### config.mk
export PLATFORM = sky130hd
export DESIGN_NAME = tilt_decoder
export DESIGN_NICKNAME = d
export VERILOG_FILES = /design/src/rtl/tilt_decoder.sv
export SDC_FILE = /design/constraint.sdc
export NUM_CORES = 1
export LEC_CHECK = 0
export ABC_AREA = 0
export BUFFER_PORTS_ARGS = -buffer_cell sky130_fd_sc_hd__buf_2
export CAP_MARGIN = 20
export CORE_MARGIN = 5
export CORE_UTILIZATION = 49
export DETAILED_ROUTE_END_ITERATION = 12
export GPL_ROUTABILITY_DRIVEN = 0
export PLACE_DENSITY = 0.84
export SETUP_SLACK_MARGIN = 0.4
export SYNTH_ARGS = -nofsm -noshare
export SYNTH_HDL_FRONTEND = slang
export SYNTH_SLANG_ARGS = --single-unit
### constraint.sdc
create_clock -name clk -period 2.2 [get_ports clk]
set_input_delay 0.11 -clock clk [delete_from_list [all_inputs] [get_ports clk]]
set_output_delay 0.11 -clock clk [all_outputs]
set_load 0.01 [all_outputs]
### src/rtl/tilt_decoder.sv
// Tilt decoder: turns signed accelerometer X/Y samples into per-axis
// direction levels. Each axis has a dead zone, hysteresis around the
// committed direction, and a run-length debounce before a new direction
// is committed. Both axes share sample_valid and are otherwise independent.
module tilt_decoder #(
  parameter int DATA_WIDTH   = 12,
  parameter int DEAD_ZONE    = 150,
  parameter int HYST         = 32,
  parameter int STABLE_COUNT = 4,
  parameter int CNT_WIDTH    = 4
) (
  input  logic                  clk,
  input  logic                  reset,
  input  logic                  sample_valid,
  input  logic [DATA_WIDTH-1:0] accel_x,
  input  logic [DATA_WIDTH-1:0] accel_y,
  output logic                  x_increment,
  output logic                  x_decrement,
  output logic                  y_increment,
  output logic                  y_decrement,
  output logic                  tilt_change
);

  typedef enum logic [1:0] {
    ST_NEUTRAL = 2'd0,
    ST_POS     = 2'd1,
    ST_NEG     = 2'd2
  } axis_state_t;

  // Thresholds are one bit wider than the samples so that negating them and
  // comparing against the most negative sample can never wrap.
  localparam logic signed [DATA_WIDTH:0] POS_ENTER = (DATA_WIDTH+1)'(DEAD_ZONE);
  localparam logic signed [DATA_WIDTH:0] POS_EXIT  = (DATA_WIDTH+1)'(DEAD_ZONE - HYST);
  localparam logic signed [DATA_WIDTH:0] NEG_ENTER = -POS_ENTER;
  localparam logic signed [DATA_WIDTH:0] NEG_EXIT  = -POS_EXIT;
  localparam logic [CNT_WIDTH-1:0]       STABLE_CNT = CNT_WIDTH'(STABLE_COUNT);
  localparam logic [CNT_WIDTH-1:0]       ONE_CNT    = CNT_WIDTH'(1);

  logic signed [DATA_WIDTH:0] sample_ext [2];
  logic [1:0] pos_vec;
  logic [1:0] neg_vec;
  logic [1:0] change_vec;
  logic       tilt_change_reg;

  // Sign-extend the samples; they are never negated, so -2^(DATA_WIDTH-1) is safe.
  assign sample_ext[0] = {accel_x[DATA_WIDTH-1], accel_x};
  assign sample_ext[1] = {accel_y[DATA_WIDTH-1], accel_y};

  genvar gi;
  generate
    for (gi = 0; gi < 2; gi++) begin : g_axis
      axis_state_t                committed_reg;
      axis_state_t                committed_next;
      axis_state_t                cand_reg;
      axis_state_t                cand_next;
      axis_state_t                sample_class;
      logic [CNT_WIDTH-1:0]       count_reg;
      logic [CNT_WIDTH-1:0]       count_next;
      logic signed [DATA_WIDTH:0] pos_thr;
      logic signed [DATA_WIDTH:0] neg_thr;

      // Classify the sample; the committed direction only needs the relaxed
      // exit threshold to hold, the opposite direction needs the full dead zone.
      always_comb begin
        pos_thr      = (committed_reg == ST_POS) ? POS_EXIT : POS_ENTER;
        neg_thr      = (committed_reg == ST_NEG) ? NEG_EXIT : NEG_ENTER;
        sample_class = ST_NEUTRAL;
        if (sample_ext[gi] > pos_thr) begin
          sample_class = ST_POS;
        end else if (sample_ext[gi] < neg_thr) begin
          sample_class = ST_NEG;
        end
      end

      // Debounce: track a candidate class and its saturating run length, and
      // commit the candidate on the same edge its run reaches STABLE_COUNT.
      always_comb begin
        cand_next      = cand_reg;
        count_next     = count_reg;
        committed_next = committed_reg;
        if (sample_valid) begin
          if (sample_class != cand_reg) begin
            cand_next  = sample_class;
            count_next = ONE_CNT;
          end else if (count_reg >= STABLE_CNT) begin
            count_next = STABLE_CNT;
          end else begin
            count_next = count_reg + 1'b1;
          end
          if ((count_next == STABLE_CNT) && (cand_next != committed_reg)) begin
            committed_next = cand_next;
          end
        end
      end

      // Per-axis state registers; reset discards any partial run.
      always_ff @(posedge clk) begin
        if (reset) begin
          committed_reg <= ST_NEUTRAL;
          cand_reg      <= ST_NEUTRAL;
          count_reg     <= '0;
        end else begin
          committed_reg <= committed_next;
          cand_reg      <= cand_next;
          count_reg     <= count_next;
        end
      end

      assign pos_vec[gi]    = (committed_reg == ST_POS);
      assign neg_vec[gi]    = (committed_reg == ST_NEG);
      assign change_vec[gi] = (committed_next != committed_reg);
    end
  endgenerate

  // One pulse in the cycle after any axis commits, merged across axes.
  always_ff @(posedge clk) begin
    if (reset) begin
      tilt_change_reg <= 1'b0;
    end else begin
      tilt_change_reg <= |change_vec;
    end
  end

  assign x_increment = pos_vec[0];
  assign x_decrement = neg_vec[0];
  assign y_increment = pos_vec[1];
  assign y_decrement = neg_vec[1];
  assign tilt_change = tilt_change_reg;

endmodule

==> impl_metrics.json <==
{
  "synth_edf_count": 0,
  "required_ns": 2.44,
  "ys_seq_area_frac": 0.228,
  "syn2layout_area_growth_pct": 38.8,
  "layout.nets": 265,
  "fin_ws_ns": -0.0929,
  "pwr_density_cell_mw_per_mm2": 343,
  "grt_usage": 0.181,
  "fin_skew_ns": 0.00776,
  "r2r-start": "g_axis[1].committed_reg[1]$_SDFF_PP0_",
  "synthArstFlopShare": 0,
  "synth.net_count": 221,
  "drive_above_1_share": 0.448,
  "antenna_cells": 0,
  "dr.pass1.iters": 4,
  "h-tree-depth": 1,
  "placement.io_buffers": 31,
  "cts_root_buffer": "clkbuf_4",
  "setup_viol_count_final": 4,
  "violations": "setup timing",
  "fill_cells": 225,
  "synthesis.area_mm2": 0.00149,
  "yosysUniqueCellTypes": 53,
  "worst_slew_margin_rel": 0.754,
  "worst_slew_pin_slew_ns": 0.360,
  "critPathMaxFanout": 3,
  "via_count": 1504,
  "dp.final_hpwl_um": 2760,
  "drc": 0,
  "yosysTopAreaCell": "dfxtp_1",
  "cp-start-kind": "flop",
  "wl_um": 3750,
  "clock_latency_ns": 0.30,
  "ir_worst_vdd_mv": 0.335,
  "io_pins": 32,
  "hold_path.startpoint": "reset",
  "crit_type": "reg -> reg",
  "hold_viol": 0,
  "hold_buffers": 0,
  "min_to": "g_axis[1].committed_reg[0]$_SDFF_PP0_",
  "largest_reg_flops": 8,
  "rr_endpoint": "g_axis[1].count_reg[1]$_SDFFE_PP0P_",
  "dp.cells": 242,
  "ys_ff_latch": 17,
  "overflow": 0,
  "clkSinkCount": 17,
  "path_clk_slew_ns": 0.11,
  "grt_pass1_vias": 1467,
  "synth_top_area_frac": 0.228,
  "via_per_inst": 5.88,
  "whs_ns": 0.168,
  "cts.path.max_buffers": 2,
  "synthFlopType": "dfxtp_1",
  "synthTopCellsByArea": "dfxtp_1 (23%), ha_1 (12%), mux2i_1 (4.7%), nor2_1 (4.3%), nand2b_1 (3.8%)",
  "die_w_um": 65.2,
  "maxSlewViolCount": 0,
  "ant_nets": 0,
  "ys_warn_count": 0,
  "reg2reg_setup_slack_ns": -0.09,
  "initial_core_util": 0.501,
  "synthTopCellsByCount": "dfxtp_1 (17), nor2_1 (17), ha_1 (14)",
  "syn_avg_cell_area_um2": 8.29,
  "antenna_found_initial": 0,
  "avgRoutedWirePerCell_um": 14.6,
  "core_area_mm2": 0.00298,
  "holdPathStages": 2,
  "hold_path.class": "in -> reg",
  "dieHeight_um": 65.2,
  "final.period_utilization": 1.04,
  "period_minus_slack_ns": 2.29,
  "cts_tree": "done",
  "status": "finished with violations",
  "stdcell_area_mm2": 0.00207,
  "rsz0062_at_grt": "yes",
  "stdcell_count": 256,
  "rows": 20,
  "worstSetupEndpointType": "flop",
  "rr_worst_depth": 8,
  "max_freq_mhz": 436,
  "drt-initial-drc-count": 52,
  "fp.dieArea_mm2": 0.00425,
  "worst-endpoint-arrival_ns": 2.54,
  "postSynthCellCount": 180,
  "cts_buffers": 3,
  "place_area_mm2": 0.00182,
  "grt_max_degree": 19,
  "grt_first_pass_wirelength_um": 6240,
  "p_leak_nw": 0.865,
  "drv_cap": 0
}
-- repair_timing --
| action | CTS | global route |
|---|---|---|
| gates resized for setup | 13 | 18 |
| endpoints found under the hold margin | 0 | 0 |
| endpoints found under the setup margin | 15 | 15 |
| pin swaps | 10 | 6 |
| buffers inserted | 7 | 3 |
-- report_power, final --
part           switching, mW  total, mW  internal, mW
clock                  0.104      0.171        0.0678
combinational          0.109      0.215         0.106
sequential            0.0125      0.325         0.313
total                  0.225      0.711         0.486
-- critical path, cell delays in order, from the launching register on --
cell and delay, ns:
dfxtp_2 0.33, nand2b_4 0.16, ha_1 0.28, nand4_1 0.18
o221ai_2 0.34, mux2i_4 0.30, nand3_2 0.10, or4_4 0.42
a21oi_2 0.12
-- worst max path at each step --
stage	startpoint	to	slack [ns]	depth (start not counted)
finish	g_axis[1].committed_reg[1]$_SDFF_PP0_	g_axis[1].count_reg[1]$_SDFFE_PP0P_	-0.09	8
floorplan	g_axis[1].committed_reg[1]$_SDFF_PP0_	g_axis[1].count_reg[1]$_SDFFE_PP0P_	0.05	9
CTS	g_axis[1].committed_reg[1]$_SDFF_PP0_	g_axis[1].count_reg[1]$_SDFFE_PP0P_	-0.08	8
global route	g_axis[1].committed_reg[1]$_SDFF_PP0_	g_axis[1].count_reg[1]$_SDFFE_PP0P_	-0.19	9
global placement	g_axis[1].committed_reg[1]$_SDFF_PP0_	g_axis[1].count_reg[1]$_SDFFE_PP0P_	0.04	8
detailed placement	g_axis[1].committed_reg[1]$_SDFF_PP0_	g_axis[1].count_reg[1]$_SDFFE_PP0P_	-0.07	8
-- layout by cell type (no fill, tap or decap), types with 2 or more instances in the layout --
cell type / count
or3_1: 4
dfxtp_1: 13
buf_4: 11
nand2b_4: 4
nor2_1: 16
buf_6: 2
xnor2_1: 2
a21oi_1: 8
inv_4: 3
nor3_1: 4
a211oi_1: 2
ha_1: 6
buf_2: 31
o211ai_1: 5
clkbuf_4: 3
nor3_2: 2
dfxtp_4: 3
inv_1: 9
ha_4: 8
nand2_1: 5
nand2b_1: 5
a21oi_2: 3
a21o_1: 3
nor3b_1: 2
o221a_2: 2
mux2i_1: 7
o21ai_0: 8
a211o_1: 2
nand4bb_1: 2
nand3_1: 5
o21ai_2: 2
nand4_1: 2
nand3_2: 2
-- through the flow --
stage | setup TNS [ns] | util | total power, mW | setup slack [ns]
2_1_floorplan | 0 | - | 0.449 | 0.0492
3_3_place_gp | 0 | 0.610 | 0.501 | 0.0449
3_5_place_dp | -0.0750 | 0.610 | 0.506 | -0.0750
4_1_cts | -0.0819 | 0.659 | 0.699 | -0.0819
5_1_grt | -0.744 | 0.696 | 0.753 | -0.188
6_report | -0.218 | 0.696 | 0.711 | -0.0929
-- final cells by class --
class / instances / area [um2] / share of cell area
clock buffer: 3 / 22.5 / 0.0109
inverter: 13 / 61.3 / 0.0296
multi-input combinational: 145 / 1330 / 0.641
clock inverter: 1 / 5.00 / 0.00242
sequential: 17 / 353 / 0.170
tap: 33 / 41.3 / 0.0199
timing repair buffer: 44 / 260 / 0.126
-- kinds of logic after synthesis --
group | count (synthesis) | synth area share
AOI/OAI and AO/OA | 52 | 0.257
buffers and inverters | 18 | 0.0570
xor gates and xnor gates | 3 | 0.0176
and+or+nand+nor | 67 | 0.253
muxes | 9 | 0.0696
adders and majority gates | 14 | 0.117
DFF | 17 | 0.228
-- layer usage --
layer	wire, um	share of wire	global-route usage
met1	1620	0.43	0.208
met2	1940	0.52	0.341
met3	168	0.045	0.0376
met4	15	0.0040	0.0389
met5	0	0	0
No activity file was read; power rests on OpenSTA's default activity.
